`src/rtl/vec_ex_wb_buffer.sv`:
```
// Writeback buffer between the vector execution unit and the vector register file write port.
// Latency: one cycle from push to wb_valid. There is no same-cycle bypass.
// Backpressure: ex_ready drops when the buffer is full or during reset/flush, and never depends on wb_ready.
//
// Ports:
//   clk, reset (sync, active-high), flush (sync clear of all entries)
//   ex_*       : result handshake from the execution unit (data, vd, sew, vl, vm, v0 mask)
//   wb_*       : write request to the register file, always showing the head entry
//   pending_vd : one bit per vector register that has an entry still queued
//   count      : number of occupied entries
module vec_ex_wb_buffer #(
    parameter int VLEN  = 128,
    parameter int DEPTH = 2
) (
    input  logic                         clk,
    input  logic                         reset,
    input  logic                         flush,
    input  logic                         ex_valid,
    output logic                         ex_ready,
    input  logic [VLEN-1:0]              ex_result,
    input  logic [4:0]                   ex_vd,
    input  logic [1:0]                   ex_sew,
    input  logic [$clog2(VLEN/8):0]      ex_vl,
    input  logic                         ex_vm,
    input  logic [VLEN/8-1:0]            ex_vmask,
    output logic                         wb_valid,
    input  logic                         wb_ready,
    output logic [4:0]                   wb_vd,
    output logic [VLEN-1:0]              wb_data,
    output logic [VLEN/8-1:0]            wb_be,
    output logic [31:0]                  pending_vd,
    output logic [$clog2(DEPTH+1)-1:0]   count
);

    localparam int NB  = VLEN / 8;
    localparam int IW  = $clog2(NB);
    localparam int CW  = $clog2(DEPTH + 1);
    localparam int PW  = (DEPTH > 1) ? $clog2(DEPTH) : 1;

    typedef struct packed {
        logic [VLEN-1:0] data;
        logic [4:0]      vd;
        logic [NB-1:0]   be;
    } entry_t;

    entry_t          mem [DEPTH];
    logic [DEPTH-1:0] vld_q;
    logic [PW-1:0]   wr_ptr;
    logic [PW-1:0]   rd_ptr;
    logic [CW-1:0]   count_q;

    logic            push;
    logic            pop;
    logic [NB-1:0]   be_new;
    logic [IW-1:0]   eidx;
    entry_t          head;

    function automatic logic [PW-1:0] next_ptr(input logic [PW-1:0] p);
        return (p == PW'(DEPTH - 1)) ? '0 : p + 1'b1;
    endfunction

    // Byte b belongs to element b >> sew. That index is always below VLMAX,
    // so comparing it with the raw vl already clamps vl to VLMAX.
    always_comb begin
        be_new = '0;
        eidx   = '0;
        for (int b = 0; b < NB; b++) begin
            eidx      = IW'(b >> ex_sew);
            be_new[b] = ({1'b0, eidx} < ex_vl) && (ex_vm || ex_vmask[eidx]);
        end
    end

    assign ex_ready = (count_q < CW'(DEPTH)) && !reset && !flush;

    // A vl=0 result completes its handshake but carries no write, so it is not queued.
    assign push     = ex_valid && ex_ready && (ex_vl != '0);
    assign pop      = wb_valid && wb_ready;

    always_ff @(posedge clk) begin
        if (reset || flush) begin
            vld_q   <= '0;
            wr_ptr  <= '0;
            rd_ptr  <= '0;
            count_q <= '0;
        end else begin
            // wr_ptr == rd_ptr only when empty or full, so push and pop never
            // touch the same slot in one cycle.
            if (push) begin
                vld_q[wr_ptr] <= 1'b1;
                wr_ptr        <= next_ptr(wr_ptr);
            end
            if (pop) begin
                vld_q[rd_ptr] <= 1'b0;
                rd_ptr        <= next_ptr(rd_ptr);
            end
            case ({push, pop})
                2'b10:   count_q <= count_q + 1'b1;
                2'b01:   count_q <= count_q - 1'b1;
                default: count_q <= count_q;
            endcase
        end
    end

    // Payload storage needs no reset; occupancy is tracked by vld_q/count_q.
    always_ff @(posedge clk) begin
        if (push) begin
            mem[wr_ptr] <= '{data: ex_result, vd: ex_vd, be: be_new};
        end
    end

    always_comb begin
        pending_vd = '0;
        for (int k = 0; k < DEPTH; k++) begin
            if (vld_q[k]) begin
                pending_vd[mem[k].vd] = 1'b1;
            end
        end
    end

    assign head     = mem[rd_ptr];
    assign wb_valid = (count_q != '0);
    assign wb_vd    = wb_valid ? head.vd   : '0;
    assign wb_data  = wb_valid ? head.data : '0;
    assign wb_be    = wb_valid ? head.be   : '0;
    assign count    = count_q;

endmodule

```
`config.mk`:
```
export PLATFORM = sky130hd
export DESIGN_NAME = vec_ex_wb_buffer
export DESIGN_NICKNAME = d
export VERILOG_FILES = /design/src/rtl/vec_ex_wb_buffer.sv
export SDC_FILE = /design/constraint.sdc
export NUM_CORES = 1
export LEC_CHECK = 0
export CORE_MARGIN = 5
export CORE_UTILIZATION = 53
export CTS_CLUSTER_SIZE = 40
export DETAILED_ROUTE_END_ITERATION = 10
export GPL_ROUTABILITY_DRIVEN = 0
export PLACE_DENSITY_LB_ADDON = 0.08
export SETUP_SLACK_MARGIN = 0.2
export SYNTH_ARGS = -nofsm -noshare
export SYNTH_HDL_FRONTEND = slang
export SYNTH_SLANG_ARGS = --single-unit
```
`constraint.sdc`:
```
create_clock -name clk -period 13.7 [get_ports clk]
set_clock_uncertainty 0.05 [all_clocks]
set_input_delay 2.055 -clock clk [delete_from_list [all_inputs] [get_ports clk]]
set_output_delay 2.055 -clock clk [all_outputs]
set_load 0.02 [all_outputs]
```
Word level (Yosys, flattened, before mapping)
Memories as Yosys holds them, arrays and structs flattened. A register that Yosys moved wholly into a read port is not among the register bits.
Index checks and enable logic that the tools add are counted.
Storage, ports and cells
  register bits: 6
  memory bits (writable): 298
  output and inout port bits: 185
  logic and storage cells: 174
  memories: 1
Cells by class
  $add $sub $neg: 4
  $lt $le $gt $ge: 41
  eq/ne operators: 2
  shift operators: 16
  multiplexer cells: 55
  bitwise operators: 4
  reduce and logical (&&, ||, !) cells: 47
Memory list
  mem: words 2, bits a word 149, rd ports 3, clocked after Yosys merged registers in 1, wr ports 1, RTL line 46  | entry_t mem [DEPTH];
Operators with widths (count)
  2-to-1 mux 128 bit: 1
  < comparator 4 x 5 -> 1 bit: 16
  < comparator 4 x 5 -> 1 bit (second input constant): 16
  binary-select mux 1 bit (select 4 bit): 16
  2-to-1 mux 32 bit: 2
  OR 32 bit: 1
  right shift 4 x 2 -> 4 bit (first input constant): 8
  2-to-1 mux 1 bit: 26
  logical AND 1 bit: 25
  logical OR 1 bit: 17
  2-to-1 mux 16 bit: 1
  right shift 3 x 2 -> 4 bit (first input constant): 4
  < comparator 5 x 6 -> 1 bit (second input constant): 2
  demux 1 bit (select 5 bit): 2
  greater-or-equal comparator 5 x 1 -> 1 bit (second input constant): 2
  right shift 1 x 2 -> 4 bit (first input constant): 2
  right shift 2 x 2 -> 4 bit (first input constant): 2
  2-to-1 mux 2 bit: 3
  2-to-1 mux 5 bit: 1
  nonzero test 5 bit: 1
  < comparator 1 x 2 -> 1 bit (second input constant): 2
  case mux 2 bit (2 select lines): 1
  nonzero test 2 bit: 2
  adder 1 bit (second input constant): 2
  other kinds (11): 14

Depth between registers and ports, before layout
  word-level depth: 9
  gate-level depth with buffers: 11
  depth with buffers taken out: 8

Least setup slack after synthesis
Ideal clock, no wire load.
  path kind: in2reg
  start: input reset
  end: memory mem[1][0] (netlist bit), enable pin
  setup time: 662 ps
  arrival: 9260 ps
  data required time: 12988 ps
  path slack: 3729 ps
  stages on the path: 3
  buffers on the path: 0
  cell sequence: nor3_1 -> o311ai_4 -> nor2_1
Between the ends
  cells in the longest elaborated chain, start to end: 7
RTL lines
  start: declaration: RTL line 16  | input logic reset,
  zero test 1 bit: RTL line 73  | assign ex_ready = (count_q < CW'(DEPTH)) && !reset && !flush;
  logical AND 1 bit (2 in series): RTL line 73
  logical AND 1 bit (2 in series): RTL line 76  | assign push = ex_valid && ex_ready && (ex_vl != '0);
  2-to-1 mux 1 bit: RTL line 106  | if (push) begin
  2-to-1 mux 1 bit (not written as such): RTL line 107  | mem[wr_ptr] <= '{data: ex_result, vd: ex_vd, be: be_new};
  end: declaration: RTL line 46
Every way passes these cells.

Final worst setup path
  start: input reset
  end: output ex_ready
Between the ends
  cells in the longest elaborated chain, start to end: 3
RTL lines
  zero test 1 bit: RTL line 73
  logical AND 1 bit (2 in series): RTL line 73
  end: declaration: RTL line 19  | output logic ex_ready,
Every way passes these cells.

==> results.sh <==
export IMPL_holdBufCountCts=0
export IMPL_netlist_instances=911
export IMPL_timing_final_crit_share=0.422
export IMPL_ys_types=52
export IMPL_syn_num_nets=1088
export IMPL_grt_usage=0.220
export IMPL_tns_ns=0
export IMPL_grt_util_met1=0.275
export IMPL_crit_buf_inv=2
export IMPL_ant_nets=0
export IMPL_core_area_um2=25100
export IMPL_clock_sinks=305
export IMPL_cts_tree="done"
export IMPL_antenna_found_initial=3
export IMPL_numCtsBuffers=31
export IMPL_syn_cell_area_um2=13500
export IMPL_grt_pass1_vias=8945
export IMPL_leakagePower_nw=5.68
export IMPL_cts_root_buf="clkbuf_16"
export IMPL_drc=0
export IMPL_arrival_ns=3.68
export IMPL_nNetsFinal=1414
export IMPL_rsz0062_at_grt="no"
export IMPL_synth_top_area_frac=0.663
export IMPL_row_count=58
export IMPL_drt_iter0_drc=805
export IMPL_min_period_ns=5.79
export IMPL_syn2layout_area_growth_pct=33.9
export IMPL_ys_ff_latch=305
export IMPL_use_met2=0.393
export IMPL_required_ns=11.60
export IMPL_grt_pass1_wl_um=50100
export IMPL_setup_violations=0
export IMPL_dieHeight_um=170
export IMPL_grt_max_degree=84
export IMPL_design_die_area_um2=28800
export IMPL_max_slew_margin_rel=0.263
export IMPL_htree_levels=1
export IMPL_numPortBuffers=346
export IMPL_fmax_mhz=173
export IMPL_slew_violations=0
export IMPL_die_width_um=170
export IMPL_critPathCaptureType="output port"
export IMPL_path_class="in2out"
export IMPL_path_cells="clkdlybuf4s50_1, nor3_1, clkdlybuf4s50_1"
export IMPL_routed_wl_um=33100
export IMPL_final_common_cell="clkdlybuf4s50_1"
export IMPL_ios=347
export IMPL_vias=8902
export IMPL_cap_viol_max_count=0
export IMPL_busiest_layer="met2"
export IMPL_worstRegToRegCells=4
export IMPL_drive_gt1_frac=0.0714
export IMPL_worst_path_stages=3
export IMPL_wl_per_cell_um=20.8
export IMPL_critPathLaunchType="primary input"
export IMPL_cp_slowest_cell="clkdlybuf4s50_1"
export IMPL_clock_path_buffers=3
export IMPL_synth_flop_cell="edfxtp_1"
export IMPL_finalHoldViolations=0
export IMPL_avgSynthCellArea_um2=14.8
export IMPL_hold_depth=2
export IMPL_crit_top_cell="clkdlybuf4s50_1"
export IMPL_vias_per_cell=5.59
export IMPL_max_stage_delay_ns=0.71
export IMPL_start_util=0.538
export IMPL_power_density_nw_per_um2=109
export IMPL_final_cell_mix="346 x clkdlybuf4s50_1, 298 x edfxtp_1, 163 x nor2_1, 155 x mux2i_1, 37 x o22ai_1"
export IMPL_postSynth_asyncResetShare=0
export IMPL_ctsResizeCount=0
export IMPL_clock_latency_ns=0.53
export IMPL_ys_top_cells_by_area="edfxtp_1 66%, mux2i_1 11%, mux4_2 4.7%"
export IMPL_grt_ovfl_total=0
export IMPL_yosysTopAreaCell="edfxtp_1"
export IMPL_peakVddDrop_mv=0.104
export IMPL_critical_path_top_delay_family="buffers and inverters"
export IMPL_postCtsSetupBuffers=0
export IMPL_dp_hpwl_um=22600
export IMPL_synth_edf_count=298
export IMPL_ys_seq_area_frac=0.673
export IMPL_hp_class="reg2reg"
export IMPL_met3_usage=0.0417
export IMPL_timing_final_ws_setup_ns=7.91
export IMPL_clk_pin_slew_ns=0.06
export IMPL_outcome="completed"
export IMPL_cp_max_fo=3
export IMPL_drtPass1Iterations=5
export IMPL_place_ws_ns=7.91
export IMPL_worst_pin_slew_ns=1.11
export IMPL_yosysWarnings=0
## layer usage
layer | vias to the layer above | wire (um)
li1 | 4118 | -
met1 | 4361 | 12700
met2 | 363 | 17000
met3 | 58 | 2420
met4 | 2 | 939
met5 | - | 13
## cells in the mapped netlist, drive strengths merged, types with 3 or more instances
cell	n
edfxtp	298
nor2	166
mux2i	155
o22ai	37
clkbuf	34
mux4	28
buf	27
a21oi	20
nand2	20
ha	15
inv	12
nand3b	10
nand3	9
nand2b	8
dfxtp	7
nor3	6
o21ai	5
or3b	5
xnor2	5
a221oi	4
or3	4
a211oi	3
a31oi	3
mux2	3
## kinds of logic (layout without fill, tap and decap cells)
group	Yosys count	count (layout)	share of synthesized area
other	0	2	0
and+or+nand+nor	239	239	0.0782
adders and majority gates	15	15	0.0139
buffers and inverters	74	423	0.0240
muxes	186	186	0.164
xor gates and xnor gates	6	6	0.00389
AOI/OAI and AO/OA	86	86	0.0425
DFF	305	305	0.673
## flip-flops by register name (all words and copies together) (netlist names), named ones only
name,flops
rd_ptr,1
vld_q,2
wr_ptr,1
count,2
mem,298
## cell type report
cell class                      instances  area (um2)
Tap cell                              330         413
Timing Repair Buffer                  354        3520
Sequential cell                       305        9090
Multi-Input combinational cell        532        4110
Fill cell                            1720        7040
Inverter                               13        48.8
Clock buffer                           45         828
Antenna cell                            2        5.00
Clock inverter                         11        52.6
## stage by stage
step	total power, mW	util	instance area (um2)	std cells	hold WS, ns
CTS	1.98	0.719	18100	1590	0.525
detailed placement	1.25	0.684	17200	1534	0.511
finish	1.96	0.720	18100	1592	0.526
global placement	1.24	0.684	17200	1534	0.498
global route	2.04	0.720	18100	1592	0.564
floorplan	1.16	-	13500	911	0.450
## worst paths after layout
| path | slack [ns] | start | to |
|---|---|---|---|
| worst max register to register | 10.66 | count[1] | mem[0][54] |
| worst min-delay path | 0.53 | rd_ptr | rd_ptr |
| worst max-delay path | 7.91 | reset | ex_ready |
| worst min register to register | 0.53 | rd_ptr | rd_ptr |
## power by group
group,internal [mW],total (mW),switching (mW)
Combinational,0.0931,0.178,0.0853
Clock,0.416,0.734,0.318
Sequential,1.04,1.05,0.00474
Total,1.55,1.96,0.408
## worst register-to-register path, stage by stage, from the launching register on
cell and delay [ns]:
dfxtp_1 0.38, nor3_1 0.49, o311ai_4 0.27, nor2_4 0.56, buf_4 0.84
No activity file was read; power rests on OpenSTA's default activity.
